==> src/rtl/exa_crosb_pkg.sv <==
// Shared types and sizing helpers for the crossbar output-side arbitration.
//   arb_state_t : output arbiter FSM state (idle / packet locked)
//   log2()      : ceiling log2, never below 1, for port and counter sizing
package exa_crosb_pkg;

  typedef enum logic {
    ARB_IDLE   = 1'b0,
    ARB_LOCKED = 1'b1
  } arb_state_t;

  function automatic int log2(input int n);
    int r;
    r = 0;
    while ((1 << r) < n) r++;
    return (r < 1) ? 1 : r;
  endfunction

endpackage

==> src/rtl/exa_rr_pick.sv <==
// Combinational round-robin picker.
//   req_vec : candidate requests
//   ptr     : index with highest priority; search goes upward and wraps
//   mask    : requests excluded from this decision
//   win_oh  : one-hot winner (zero when nothing eligible)
//   win_idx : binary index of the winner (zero when nothing eligible)
//   any_vld : at least one eligible request
module exa_rr_pick #(
  parameter int input_num = 16,
  parameter int sel_width = 4
) (
  input  logic [input_num-1:0] req_vec,
  input  logic [sel_width-1:0] ptr,
  input  logic [input_num-1:0] mask,
  output logic [input_num-1:0] win_oh,
  output logic [sel_width-1:0] win_idx,
  output logic                 any_vld
);

  logic [input_num-1:0] elig;

  assign elig = req_vec & ~mask;

  always_comb begin
    int idx;
    win_oh  = '0;
    win_idx = '0;
    any_vld = 1'b0;
    idx     = 0;
    for (int i = 0; i < input_num; i++) begin
      idx = int'(ptr) + i;
      if (idx >= input_num) idx = idx - input_num;
      if (!any_vld && elig[idx]) begin
        any_vld     = 1'b1;
        win_oh[idx] = 1'b1;
        win_idx     = sel_width'(idx);
      end
    end
  end

endmodule

==> src/rtl/exa_crosb_out_arbiter.sv <==
// Packet-granular round-robin arbiter for one crossbar output port.
// A granted input owns the output until its LAST beat transfers; on that
// beat the next winner is loaded in the same cycle so packets stream
// back to back.
//   ACLK, ARESET : clock, async active-high reset
//   REQ_i        : per-input request for this output
//   VALID_i      : per-input beat valid
//   LAST_i       : per-input last beat
//   OUT_READY_i  : downstream can take a beat this cycle
//   GRANT_o      : registered one-hot grant (zero when idle)
//   SEL_o        : binary index of the granted input for the output mux
//   CTS_o        : per-input clear-to-send
//   BUSY_o       : a packet holds the output
//   ERR_o        : sticky overlong-packet flag
module exa_crosb_out_arbiter
  import exa_crosb_pkg::*;
#(
  parameter int input_num = 16,
  parameter int sel_width = log2(input_num),
  parameter int max_beats = 256,
  parameter int cnt_width = log2(max_beats) + 1
) (
  input  logic                 ACLK,
  input  logic                 ARESET,
  input  logic [input_num-1:0] REQ_i,
  input  logic [input_num-1:0] VALID_i,
  input  logic [input_num-1:0] LAST_i,
  input  logic                 OUT_READY_i,
  output logic [input_num-1:0] GRANT_o,
  output logic [sel_width-1:0] SEL_o,
  output logic [input_num-1:0] CTS_o,
  output logic                 BUSY_o,
  output logic                 ERR_o
);

  localparam logic [cnt_width-1:0] CNT_MAX  = '1;
  localparam logic [cnt_width-1:0] CNT_LIM  = cnt_width'(max_beats);
  localparam logic [sel_width-1:0] SEL_LAST = sel_width'(input_num - 1);

  arb_state_t           state, state_n;
  logic [sel_width-1:0] ptr, ptr_n, rel_ptr, pick_ptr, sel_n;
  logic [input_num-1:0] gnt_n, pick_mask, win_oh;
  logic [sel_width-1:0] win_idx;
  logic                 any_vld, busy_n, err_n, xfer, xlast;
  logic [cnt_width-1:0] cnt, cnt_n, cnt_inc;

  // Grant register is only non-zero while locked, but gate on state too so
  // CTS is unambiguously zero in IDLE.
  assign CTS_o   = (state == ARB_LOCKED) ? (GRANT_o & {input_num{OUT_READY_i}}) : '0;
  assign xfer    = |(VALID_i & CTS_o);
  assign xlast   = xfer && |(LAST_i & GRANT_o);
  assign rel_ptr = (SEL_o == SEL_LAST) ? '0 : SEL_o + sel_width'(1);
  assign cnt_inc = (cnt == CNT_MAX) ? cnt : cnt + cnt_width'(1);

  // One picker serves both paths: from ptr in IDLE, and on release from the
  // post-release pointer with the finishing input masked out.
  assign pick_ptr  = (state == ARB_LOCKED) ? rel_ptr : ptr;
  assign pick_mask = (state == ARB_LOCKED) ? GRANT_o : '0;

  exa_rr_pick #(
    .input_num (input_num),
    .sel_width (sel_width)
  ) u_pick (
    .req_vec (REQ_i),
    .ptr     (pick_ptr),
    .mask    (pick_mask),
    .win_oh  (win_oh),
    .win_idx (win_idx),
    .any_vld (any_vld)
  );

  always_comb begin
    state_n = state;
    ptr_n   = ptr;
    gnt_n   = GRANT_o;
    sel_n   = SEL_o;
    busy_n  = BUSY_o;
    err_n   = ERR_o;
    cnt_n   = cnt;
    case (state)
      ARB_IDLE: begin
        if (any_vld) begin
          state_n = ARB_LOCKED;
          gnt_n   = win_oh;
          sel_n   = win_idx;
          busy_n  = 1'b1;
          cnt_n   = '0;
        end
      end
      ARB_LOCKED: begin
        if (xfer) begin
          cnt_n = cnt_inc;
          if (!xlast && cnt_inc == CNT_LIM) err_n = 1'b1;
        end
        if (xlast) begin
          ptr_n = rel_ptr;
          cnt_n = '0;
          if (any_vld) begin
            gnt_n = win_oh;
            sel_n = win_idx;
          end else begin
            state_n = ARB_IDLE;
            gnt_n   = '0;
            sel_n   = '0;
            busy_n  = 1'b0;
          end
        end
      end
      default: state_n = ARB_IDLE;
    endcase
  end

  always_ff @(posedge ACLK or posedge ARESET) begin
    if (ARESET) begin
      state   <= ARB_IDLE;
      ptr     <= '0;
      GRANT_o <= '0;
      SEL_o   <= '0;
      BUSY_o  <= 1'b0;
      ERR_o   <= 1'b0;
      cnt     <= '0;
    end else begin
      state   <= state_n;
      ptr     <= ptr_n;
      GRANT_o <= gnt_n;
      SEL_o   <= sel_n;
      BUSY_o  <= busy_n;
      ERR_o   <= err_n;
      cnt     <= cnt_n;
    end
  end

endmodule
==> config.mk <==
export PLATFORM = sky130hd
export DESIGN_NAME = exa_crosb_out_arbiter
export DESIGN_NICKNAME = d
export VERILOG_FILES = /design/src/rtl/exa_crosb_pkg.sv /design/src/rtl/exa_rr_pick.sv /design/src/rtl/exa_crosb_out_arbiter.sv
export SDC_FILE = /design/constraint.sdc
export NUM_CORES = 1
export LEC_CHECK = 0
export BUFFER_PORTS_ARGS = -buffer_cell sky130_fd_sc_hd__buf_2
export CAP_MARGIN = 20
export CELL_PAD_IN_SITES_DETAIL_PLACEMENT = 1
export CELL_PAD_IN_SITES_GLOBAL_PLACEMENT = 1
export CORE_MARGIN = 3
export CORE_UTILIZATION = 44
export DETAILED_ROUTE_END_ITERATION = 8
export PLACE_DENSITY = 0.8
export SLEW_MARGIN = 10
export SYNTH_ARGS = -nofsm -noshare
export SYNTH_HDL_FRONTEND = slang
export SYNTH_SLANG_ARGS = --single-unit
==> constraint.sdc <==
create_clock -name ACLK -period 5.65 [get_ports ACLK]
set_input_delay 1.13 -clock ACLK [delete_from_list [all_inputs] [get_ports ACLK]]
set_output_delay 1.13 -clock ACLK [all_outputs]
set_load 0.01 [all_outputs]
==> flow_metrics.py <==
metrics = {
    "run_status": {
        "outcome": "finished clean",
    },
    "die": {
        "fp-row-count": 43,
        "fp.dieW_um": 127.8,
        "ioPinCount": 89,
        "die_y_um": 127.8,
        "die_area_mm2": 0.01632,
        "core_mm2": 0.01420,
        "start_util_pct": 45.93,
    },
    "yosys": {
        "synth.area.top_cells": "dfrtp_1 14%, mux2i_1 5.5%, mux4_2 5.5%, nand2_1 5.0%, ha_1 3.8%",
        "synth_top_area_share_pct": 13.81,
        "yosys_warnings": 0,
        "synth_seq_cells": 36,
        "ys_seq_area_share_pct": 13.81,
        "synthCells": 840,
        "synthFlopType": "dfrtp_1",
        "synthArstFlopShare_pct": 100.0,
        "synth_nets": 911,
        "synth_area_leader_cell": "dfrtp_1",
        "synth_edf_count": 0,
        "avgSynthCellArea_um2": 7.766,
        "synth_cell_types": 91,
        "syn-cell-area_mm2": 0.006524,
    },
    "final_layout": {
        "drive_gt1_share_pct": 23.36,
        "n_antenna_cell": 0,
        "num-nets-final": 982,
        "multi_input_area_mm2": 0.005243,
        "area_growth_pct": 12.95,
        "layout_commonest_cell": "buf_2",
        "area.sequential_um2": 900.9,
        "fillers": 1784,
        "final_cell_mix": "88 x buf_2, 87 x nand2_1, 60 x nor2_1",
    },
    "sta": {
        "hold_viol": 0,
        "fin_crit_ns": 5.492,
        "max_slew_margin_pct": 30.64,
        "tns_ns": 0,
        "fmax_mhz": 182.1,
        "drv_slew": 0,
        "fin_skew_ns": 0.008774,
        "rsz0062_at_grt": "false",
        "final-setup-viol-count": 0,
        "min_period_over_period_pct": 97.21,
        "whs_ns": 0.5043,
        "worst_pin_slew_ns": 1.032,
    },
    "clocking": {
        "cts.sinks": 36,
        "cts_tree": "done",
        "root_buffer": "clkbuf_16",
        "insertion_delay_ns": 0.28,
        "cts_hold_buffers": 0,
        "h-tree-depth": 2,
        "cts_buffers": 5,
        "clock_path_buffers": 2,
        "clk_pin_slew_ns": 0.06,
    },
    "critical_path": {
        "path_max_fanout": 52,
        "crit_type": "flop to flop",
        "arrival_ns": 5.69,
        "worstSetupEndpointType": "flop",
        "crit_slowest_cell": "or4b_1",
        "r2r_start": "state",
        "cp_data_required_time_ns": 5.84,
        "crit_start": "state",
        "crit_chain": "buf_6 -> or2_4 -> nand2_8 -> ha_1 -> buf_4 -> mux4_2 -> mux2i_1 -> mux2i_1 -> nor4_4 -> buf_4 -> or4b_1 -> nor2_2 -> a32oi_1 -> and4_1 -> o221ai_1",
        "cpPeakStageDelay_ns": 0.72,
        "start_kind": "flop",
    },
    "routing": {
        "first_pass_iters": 5,
        "post_drt_wl_per_cell_um": 31.30,
        "drtIter0Drc": 1027,
        "wirelength_um": 34180,
        "ant_nets": 0,
        "drcViolationCount": 0,
        "num_vias": 8246,
        "vias_per_cell": 7.551,
    },
    "placed_design": {
        "hpwl_um": 25860,
        "gp_congestion": 1.080,
        "io_buffers": 88,
    },
    "global_route": {
        "antenna_found_initial": 0,
        "grt_pass1_wl_um": 51040,
        "track_usage_pct": 40.77,
        "grt_start_max_net_pins": 53,
        "grt_pass1_vias": 8103,
        "grt_overflow": 0,
    },
    "min_path": {
        "min_from": "ERR_o",
        "hp-class": "flop to flop",
    },
    "job": {
        "cap_violations": 0,
    },
}
==> routing by layer <==
layer | track usage (%) | part of all wire [%] | up-vias
met5 | 0 | 0 | -
met2 | 65.19 | 44 | 598
met1 | 52.92 | 39 | 4095
met3 | 7.667 | 11 | 112
li1 | - | - | 3441
met4 | 19.73 | 5.5 | 0
==> cells by family after synthesis <==
group	share of synthesized area [%]
buffers and inverters	5.984
xor gates and xnor gates	3.107
and+or+nand+nor	25.99
muxes	15.34
DFF	13.81
AOI/OAI and AO/OA	31.93
adders and majority gates	3.836
==> sequential cells by signal, summed over array words and instances (netlist names) <==
signal   count
GRANT_o     16
state        1
ptr          4
SEL_o        4
ERR_o        1
BUSY_o       1
cnt          9
==> worst paths after layout <==
check                             endpoint  slack [ns]  cells past startpoint
worst max-delay path            GRANT_o[9]        0.16                     15
worst min-delay path                 ERR_o        0.50                      1
worst max register to register  GRANT_o[9]        0.16                     15
worst min register to register       ERR_o        0.50                      1
max in group asynchronous           cnt[7]        4.33                      3
min in group asynchronous           ptr[0]        0.96                      3
==> Yosys cell counts, types with 19 or more instances <==
master / count
nand3_1: 46
a21boi_0: 19
o21ai_0: 29
clkbuf_1: 41
nor2_1: 60
o21ai_1: 21
and3_1: 32
dfrtp_1: 36
a21oi_1: 33
nand2_1: 87
mux2i_1: 36
ha_1: 20
nand4_1: 20
nor3_1: 22
==> through the flow <==
step / util (%) / area, um^2 / instances / setup WS (ns)
6_report: 51.88 / 7368 / 1092 / 0.1578
5_1_grt: 51.88 / 7368 / 1092 / 0.02183
4_1_cts: 51.68 / 7341 / 1089 / 0.2470
3_5_place_dp: 50.63 / 7192 / 1081 / 0.3233
3_3_place_gp: 50.63 / 7192 / 1081 / 0.4001
2_1_floorplan: - / 6524 / 840 / 0.7249
==> critical path: cells and delay by family (launching register included) <==
| family | cells | cell delay, ns |
|---|---|---|
| simple gates | 6 | 2.14 |
| fa+ha+maj | 1 | 0.39 |
| compound gates | 2 | 0.28 |
| buf+inv | 3 | 0.91 |
| mux | 3 | 1.09 |
| flops | 1 | 0.54 |
==> timing repair <==
action | CTS | global route
buffers inserted | 0 | 3
resized for setup | 0 | 2
endpoints found under the setup margin | 0 | 9
==> area by class of cell <==
cell class,instances,area share (%)
clock buffer,5,1.698
clock inverter,3,0.3226
inverter,21,1.138
multi-input combinational,716,71.15
sequential,36,12.23
tap,180,3.057
timing repair buffer,131,10.41
Power is not shown: default switching activity piles up to over one toggle a cycle in this logic, so the estimate is an artifact.
